### src/rtl/ad_capture_sched.sv
// Frame sequencer for the AD capture -> FIFO -> Avalon-ST DMA -> DDR3 ring path.
// Each frame posts one DMA descriptor, arms the AD source, waits for both completions, then advances the ring.
`timescale 1ns/1ps
module ad_capture_sched #(
  parameter logic [23:0] TIMEOUT_CYCLES = 24'd2000000,
  parameter logic [7:0]  GAP_CYCLES     = 8'd16,
  parameter logic [3:0]  STATUS_WAIT    = 4'd2,
  parameter logic [3:0]  STATUS_IDLE    = 4'd0
) (
  input  logic        clk_200m,
  input  logic        rst_n,
  input  logic        cfg_start,
  input  logic        cfg_abort,
  input  logic [15:0] cfg_frames,
  input  logic [15:0] cfg_length,
  input  logic [31:0] cfg_base_addr,
  input  logic [7:0]  cfg_ring_slots,
  output logic [7:0]  ad_control,
  output logic [15:0] ad_length,
  input  logic [3:0]  ad_status,
  output logic        desc_valid,
  input  logic        desc_ready,
  output logic [31:0] desc_addr,
  output logic [31:0] desc_bytes,
  input  logic        dma_done,
  output logic        busy,
  output logic [15:0] frame_cnt,
  output logic [7:0]  slot_idx,
  output logic [1:0]  err,
  output logic        irq
);

  // state | meaning
  // IDLE  | waiting for cfg_start
  // DESC  | descriptor offered to the DMA, waiting for desc_ready
  // RUN   | AD armed, waiting for AD WAIT status plus DMA completion
  // STOP  | AD disarmed, waiting for AD idle status
  // GAP   | enforced idle gap before the next frame or the end of the run
  typedef enum logic [2:0] {
    S_IDLE = 3'd0,
    S_DESC = 3'd1,
    S_RUN  = 3'd2,
    S_STOP = 3'd3,
    S_GAP  = 3'd4
  } state_t;

  // One down-counter serves both the RUN timeout and the GAP delay.
  localparam logic [23:0] TMO_LOAD = (TIMEOUT_CYCLES == 24'd0) ? 24'd0 : TIMEOUT_CYCLES - 24'd1;
  localparam logic [23:0] GAP_LOAD = (GAP_CYCLES == 8'd0) ? 24'd0 : {16'd0, GAP_CYCLES - 8'd1};

  state_t      state_q, state_d;
  logic [15:0] length_q, length_d;
  logic [15:0] frames_q, frames_d;
  logic [15:0] frame_cnt_q, frame_cnt_d;
  logic [15:0] ad_len_q, ad_len_d;
  logic [31:0] base_q, base_d;
  logic [31:0] addr_q, addr_d;
  logic [7:0]  slots_q, slots_d;
  logic [7:0]  slot_q, slot_d;
  logic [1:0]  err_q, err_d;
  logic        irq_q, irq_d;
  logic        abort_q, abort_d;
  logic        done_seen_q, done_seen_d;
  logic [23:0] tmr_q, tmr_d;

  logic [31:0] frame_bytes;
  logic        run_exit;
  logic        ring_wrap;
  logic        end_run;

  assign frame_bytes = {14'b0, length_q, 2'b00};
  assign run_exit    = (ad_status == STATUS_WAIT) && (done_seen_q || dma_done);
  assign ring_wrap   = ({1'b0, slot_q} + 9'd1) == {1'b0, slots_q};
  assign end_run     = (err_q != 2'b00) || abort_q || cfg_abort ||
                       ((frames_q != 16'd0) && (frame_cnt_q == frames_q));

  always_ff @(posedge clk_200m or negedge rst_n) begin
    if (!rst_n) begin
      state_q     <= S_IDLE;
      length_q    <= 16'd0;
      frames_q    <= 16'd0;
      frame_cnt_q <= 16'd0;
      ad_len_q    <= 16'd0;
      base_q      <= 32'd0;
      addr_q      <= 32'd0;
      slots_q     <= 8'd0;
      slot_q      <= 8'd0;
      err_q       <= 2'b00;
      irq_q       <= 1'b0;
      abort_q     <= 1'b0;
      done_seen_q <= 1'b0;
      tmr_q       <= 24'd0;
    end else begin
      state_q     <= state_d;
      length_q    <= length_d;
      frames_q    <= frames_d;
      frame_cnt_q <= frame_cnt_d;
      ad_len_q    <= ad_len_d;
      base_q      <= base_d;
      addr_q      <= addr_d;
      slots_q     <= slots_d;
      slot_q      <= slot_d;
      err_q       <= err_d;
      irq_q       <= irq_d;
      abort_q     <= abort_d;
      done_seen_q <= done_seen_d;
      tmr_q       <= tmr_d;
    end
  end

  always_comb begin
    state_d     = state_q;
    length_d    = length_q;
    frames_d    = frames_q;
    frame_cnt_d = frame_cnt_q;
    ad_len_d    = ad_len_q;
    base_d      = base_q;
    addr_d      = addr_q;
    slots_d     = slots_q;
    slot_d      = slot_q;
    err_d       = err_q;
    irq_d       = 1'b0;
    abort_d     = abort_q;
    done_seen_d = done_seen_q;
    tmr_d       = tmr_q;

    case (state_q)
      S_IDLE: begin
        if (cfg_start) begin
          err_d       = 2'b00;
          frame_cnt_d = 16'd0;
          slot_d      = 8'd0;
          base_d      = cfg_base_addr & 32'hFFFF_FFFC;
          addr_d      = cfg_base_addr & 32'hFFFF_FFFC;
          length_d    = cfg_length;
          frames_d    = cfg_frames;
          slots_d     = (cfg_ring_slots == 8'd0) ? 8'd1 : cfg_ring_slots;
          if (cfg_length == 16'd0) begin
            err_d = 2'b01;
            irq_d = 1'b1;
          end else begin
            ad_len_d = cfg_length - 16'd1;
            state_d  = S_DESC;
          end
        end
      end

      S_DESC: begin
        if (cfg_abort) abort_d = 1'b1;
        if (desc_ready) begin
          done_seen_d = 1'b0;
          tmr_d       = TMO_LOAD;
          state_d     = S_RUN;
        end
      end

      S_RUN: begin
        if (cfg_abort) abort_d = 1'b1;
        if (dma_done) done_seen_d = 1'b1;
        // A completed frame wins over a timeout expiring in the same cycle.
        if (run_exit) begin
          if (frame_cnt_q != 16'hFFFF) frame_cnt_d = frame_cnt_q + 16'd1;
          state_d = S_STOP;
        end else if (tmr_q == 24'd0) begin
          err_d   = 2'b10;
          state_d = S_STOP;
        end else begin
          tmr_d = tmr_q - 24'd1;
        end
      end

      S_STOP: begin
        if (cfg_abort) abort_d = 1'b1;
        if (ad_status == STATUS_IDLE) begin
          tmr_d   = GAP_LOAD;
          state_d = S_GAP;
        end
      end

      S_GAP: begin
        if (cfg_abort) abort_d = 1'b1;
        if (tmr_q != 24'd0) begin
          tmr_d = tmr_q - 24'd1;
        end else if (end_run) begin
          abort_d = 1'b0;
          irq_d   = 1'b1;
          state_d = S_IDLE;
        end else begin
          if (ring_wrap) begin
            slot_d = 8'd0;
            addr_d = base_q;
          end else begin
            slot_d = slot_q + 8'd1;
            addr_d = addr_q + frame_bytes;
          end
          state_d = S_DESC;
        end
      end

      default: state_d = S_IDLE;
    endcase
  end

  assign busy       = (state_q != S_IDLE);
  assign ad_control = {7'b0, (state_q == S_RUN)};
  assign ad_length  = ad_len_q;
  assign desc_valid = (state_q == S_DESC);
  assign desc_addr  = addr_q;
  assign desc_bytes = frame_bytes;
  assign frame_cnt  = frame_cnt_q;
  assign slot_idx   = slot_q;
  assign err        = err_q;
  assign irq        = irq_q;

endmodule

### config.mk
export PLATFORM = sky130hd
export DESIGN_NAME = ad_capture_sched
export DESIGN_NICKNAME = d
export VERILOG_FILES = /design/src/rtl/ad_capture_sched.sv
export SDC_FILE = /design/constraint.sdc
export NUM_CORES = 1
export LEC_CHECK = 0
export CAP_MARGIN = 20
export CORE_MARGIN = 10
export CORE_UTILIZATION = 52
export DETAILED_ROUTE_END_ITERATION = 10
export HOLD_SLACK_MARGIN = 0.15
export PLACE_DENSITY = 0.81
export SYNTH_ARGS = -nofsm -noshare
export SYNTH_HDL_FRONTEND = slang
export SYNTH_SLANG_ARGS = --single-unit
### constraint.sdc
create_clock -name clk_200m -period 3.5 [get_ports clk_200m]
set_input_delay 0.875 -clock clk_200m [delete_from_list [all_inputs] [get_ports clk_200m]]
set_output_delay 0.875 -clock clk_200m [all_outputs]
set_load 0.05 [all_outputs]
==> impl_table.tex <==
\begin{tabular}{lr}
\hline
Metric & Value \\
\hline
\multicolumn{2}{l}{\textbf{Floorplan}} \\
Chip height & 156 um \\
Effective utilization at floorplan & 0.534 \\
X dimension of the die & about 160 um \\
Floorplan die area & approximately 24000 um\^{}2 \\
Number of rows in the core area & 49 \\
Core ar. & about 18000 um\^{}2 \\
I/O pin count & slightly below 200 \\
\multicolumn{2}{l}{\textbf{Setup path}} \\
Total buffers and inverters traversed by the critical path & 0 \\
Most numerous cell on the critical path & sky130\_fd\_sc\_hd\_\_a31oi\_1 \\
Critical path's top delay family & compound AO/OA/AOI/OAI gates \\
Critical path cell sequence & ha\_1 > o21ai\_0 > o21bai\_1 > a31oi\_1 > o32ai\_2 > a31oi\_1 > nor4\_1 > a31oi\_1 > o2bb2a\_1 \\
Data arrival at the endpoint of the critical path & $\sim$3.5 ns \\
Maximum fanout along the worst path & 5 \\
CP Class & reg -> reg \\
Delay of the slowest critical-path stage & around 0.46 ns \\
Worst Setup End Kind & register \\
Required time at the endpoint of the critical path & 3.82 ns \\
Library cell contributing the largest single delay on the critical path & sky130\_fd\_sc\_hd\_\_nor4\_1 \\
Critical path startpoint category & register \\
\multicolumn{2}{l}{\textbf{Drt}} \\
Antenna violation net count after detailed routing & 0 \\
Met2 Routed Length & between 10 and 15 mm \\
1st-iter DRT viols & roughly 700 \\
Post-route DRC violation count & 0 \\
Topmost layer with routed signal wires & met5 \\
Vias post-DR & between 8k and 9k \\
Final routed wirelength across all metal layers & 27.3 mm \\
Routed met3 length & 1.98 mm \\
Routed length on met1 & 11.4 mm \\
Number of detailed-routing iterations run before antenna repair & 5 \\
Vias/cell & around 5.7 \\
Per-cell routed wire length & between 15 and 20 um \\
\multicolumn{2}{l}{\textbf{Place}} \\
DP Wirelength & between 15 and 20 mm \\
Dpl cells & about 1.5k \\
Worst-case setup slack after placement & approximately 0.22 ns \\
Count of input and output buffers & 171 \\
Placer congestion estimate & a little under 0.9 \\
\multicolumn{2}{l}{\textbf{Clock network}} \\
Clock tree from TritonCTS & yes \\
Number of gates resized after CTS & 0 \\
Clk root buf & sky130\_fd\_sc\_hd\_\_clkbuf\_16 \\
CTS max path bufs & 2 \\
Clk\_lat worst skew & approximately 0.43 ns \\
Quantity of hold-fixing buffers added after cts & 0 \\
Clock sinks & $\sim$170 \\
Number of buffers inserted during clock tree synthesis & 17 \\
Worst-path clk slew & around 0.07 ns \\
Setup bufs post-CTS & 0 \\
Clock H-tree levels & 4 \\
\multicolumn{2}{l}{\textbf{Synth}} \\
Yosys top cell by area & sky130\_fd\_sc\_hd\_\_dfrtp\_1 \\
Post-synthesis async set-or-reset flop share & 1.00 \\
Most common flop cell mapped by yosys & sky130\_fd\_sc\_hd\_\_dfrtp\_1 \\
Part of the Yosys area used for sequential elements & 0.446 \\
Synthesis-stage register bit count & 172 \\
Number of enable-type register cells in the synthesized netlist & 0 \\
Gate count of the mapped netlist & 1130 \\
Synthesized area & around 9700 um\^{}2 \\
Top post-synthesis cells by area & sky130\_fd\_sc\_hd\_\_dfrtp\_1, sky130\_fd\_sc\_hd\_\_nand2\_1, sky130\_fd\_sc\_hd\_\_o21ai\_0 \\
Average instance area after synthesis & between 8 and 9 um\^{}2 \\
Yosys warnings & 0 \\
Area share of the leading cell type in the synthesized netlist & 0.446 \\
Distinct cell type count after synthesis & between 70 and 80 \\
\multicolumn{2}{l}{\textbf{Final layout}} \\
Count of inserted antenna diode cells & 0 \\
Fraction of final layout cells with drive strength greater than 1 & 0.0598 \\
Final core utilization & 0.674 \\
Number of filler cells placed in the layout & 1473 \\
Number of standard cells in the final layout excluding fillers & between 1.5k and 2k \\
Number of nets in the finished design & between 1k and 1.5k \\
Synth-to-layout area growth & 26.3\% \\
\multicolumn{2}{l}{\textbf{Timing}} \\
Headroom to the max-slew limit & 0.467 \\
Final period demand of the worst path & $\sim$3.1 ns \\
Number of max-slew violations in the final report & 0 \\
Smallest setup slack after layout & between 0.3 and 0.4 ns \\
RSZ-0062 raised after global routing & no \\
Setup-failing EPs final & 0 \\
Setup Skew & roughly 0.0094 ns \\
Worst slack on hold paths & about 0.47 ns \\
Final sum of negative setup slack & 0 ns \\
Ratio of final minimum period to clock period & 0.896 \\
Maximum clock frequency & 319 MHz \\
Transition at the pin with the smallest max-transition slack & between 0.7 and 0.8 ns \\
Final Hold Vio Count & 0 \\
\multicolumn{2}{l}{\textbf{Global route}} \\
Number of global-route vias before repair & between 8k and 9k \\
Overflow after GRT & 0 \\
Tot GR Track Use & 0.220 \\
First-pass GRT wire length & 44.0 mm \\
Initial antenna violation count & 1 \\
Pin count of the biggest net entering global routing & 82 \\
\multicolumn{2}{l}{\textbf{Power and ir drop}} \\
Power Dens Cells & between 900 and 1000 nW/um\^{}2 \\
Maximum resistive drop on vdd & between 0.0006 and 0.0007 V \\
Leakage power & between 5 and 6 nW \\
\multicolumn{2}{l}{\textbf{Status}} \\
Result of the run & complete, no violations \\
\multicolumn{2}{l}{\textbf{Flow run}} \\
Max-capacitance violation count & 0 \\
\multicolumn{2}{l}{\textbf{Worst hold path}} \\
Path type of the worst min-delay path & reg -> reg \\
\hline
\end{tabular}
[where the power goes]
part	internal (mW)	total [mW]	switching [mW]	leakage (nW)
sequential	2.73	3.43	0.698	2.16
clock	1.17	2.00	0.831	0.307
combinational	2.14	6.01	3.87	2.94
total	6.04	11.4	5.40	5.40
[layout make-up]
class,count,area (um^2),share of cell area
flip-flops and latches,172,4300,0.353
well taps,229,287,0.0235
repair buffers,195,1940,0.159
inverters,23,86.3,0.00708
multi-input cells,883,4950,0.406
clock inverters,13,166,0.0137
clock buffers,19,453,0.0372
[metrics by stage]
| step | instance area [um^2] | power (mW) |
|---|---|---|
| global route | 12200 | 12.2 |
| CTS | 12200 | 11.4 |
| finish | 12200 | 11.4 |
| floorplan | 9740 | 7.54 |
| global placement | 11600 | 9.24 |
| detailed placement | 11600 | 9.39 |
[synthesized netlist by cell type (8+ instances only)]
cell type	instances
sky130_fd_sc_hd__nand3_1	26
sky130_fd_sc_hd__o21ai_1	14
sky130_fd_sc_hd__nor3_1	35
sky130_fd_sc_hd__a21o_1	14
sky130_fd_sc_hd__a31oi_1	19
sky130_fd_sc_hd__xor2_1	33
sky130_fd_sc_hd__buf_4	27
sky130_fd_sc_hd__clkbuf_1	33
sky130_fd_sc_hd__nand4_1	12
sky130_fd_sc_hd__nor4_1	20
sky130_fd_sc_hd__o21ai_0	83
sky130_fd_sc_hd__and2_1	10
sky130_fd_sc_hd__nor2_1	80
sky130_fd_sc_hd__and3_1	12
sky130_fd_sc_hd__or3_1	9
sky130_fd_sc_hd__ha_1	21
sky130_fd_sc_hd__inv_1	23
sky130_fd_sc_hd__a22o_1	8
sky130_fd_sc_hd__nand2_1	275
sky130_fd_sc_hd__dfrtp_1	172
sky130_fd_sc_hd__xnor2_1	44
sky130_fd_sc_hd__a211oi_1	19
sky130_fd_sc_hd__a21oi_1	47
[kinds of logic after synthesis]
| kind of cell | after synthesis | synth area share |
|---|---|---|
| compound gates | 250 | 0.163 |
| xor+xnor | 77 | 0.0699 |
| fa+ha+maj | 22 | 0.0293 |
| buf+inv | 99 | 0.0524 |
| flops | 172 | 0.446 |
| mux | 4 | 0.00415 |
| other cells | 1 | 0.000389 |
| simple gates | 505 | 0.235 |
[metal layers]
| layer | track usage | vias up |
|---|---|---|
| li1 | - | 4199 |
| met1 | 0.276 | 4237 |
| met2 | 0.370 | 315 |
| met3 | 0.0507 | 36 |
| met4 | 0.0688 | 2 |
| met5 | 0 | - |
[cells in the final DEF (no fill, tap or decap), types with 25 or more instances in the layout]
| master | Yosys | routed |
|---|---|---|
| sky130_fd_sc_hd__nor3_1 | 35 | 34 |
| sky130_fd_sc_hd__a21oi_1 | 47 | 47 |
| sky130_fd_sc_hd__conb_1 | 1 | 25 |
| sky130_fd_sc_hd__o21ai_0 | 83 | 83 |
| sky130_fd_sc_hd__xor2_1 | 33 | 33 |
| sky130_fd_sc_hd__clkdlybuf4s50_1 | 0 | 170 |
| sky130_fd_sc_hd__dfrtp_1 | 172 | 172 |
| sky130_fd_sc_hd__nand2_1 | 275 | 274 |
| sky130_fd_sc_hd__nor2_1 | 80 | 80 |
| sky130_fd_sc_hd__nand3_1 | 26 | 26 |
| sky130_fd_sc_hd__xnor2_1 | 44 | 44 |
[path summary, 6_finish.rpt]
check                      slack, ns                   endpoint               startpoint  cells after the start
min reg2reg                     0.47     base_q[23]$_DFFE_PN0P_   base_q[23]$_DFFE_PN0P_                      2
min in group asynchronous       0.48   frame_cnt[9]$_DFFE_PN0P_                    rst_n                      1
max                             0.36  desc_addr[31]$_DFFE_PN0P_  length_q[2]$_DFFE_PN0P_                      9
max reg2reg                     0.36  desc_addr[31]$_DFFE_PN0P_  length_q[2]$_DFFE_PN0P_                      9
min                             0.47     base_q[23]$_DFFE_PN0P_   base_q[23]$_DFFE_PN0P_                      2
max in group asynchronous       2.25       tmr_q[9]$_DFFE_PN0P_                    rst_n                      2
[worst reg2reg max path, cell delays in order (launching register included)]
cell and delay, ns:
sky130_fd_sc_hd__dfrtp_1 0.43, sky130_fd_sc_hd__ha_1 0.38, sky130_fd_sc_hd__o21ai_0 0.13, sky130_fd_sc_hd__o21bai_1 0.25, sky130_fd_sc_hd__a31oi_1 0.22, sky130_fd_sc_hd__o32ai_2 0.44
sky130_fd_sc_hd__a31oi_1 0.24, sky130_fd_sc_hd__nor4_1 0.46, sky130_fd_sc_hd__a31oi_1 0.15, sky130_fd_sc_hd__o2bb2a_1 0.32
[state kept, by name, indices dropped and copies added, names as in the netlist]
name,cells
slots_q,8
abort_q,1
frames_q,16
ad_length,16
done_seen_q,1
slot_idx,8
state_q,3
frame_cnt,16
base_q,30
tmr_q,24
desc_addr,30
length_q,16
irq,1
err,2
Note: power is estimated with default switching activity, not from simulation.
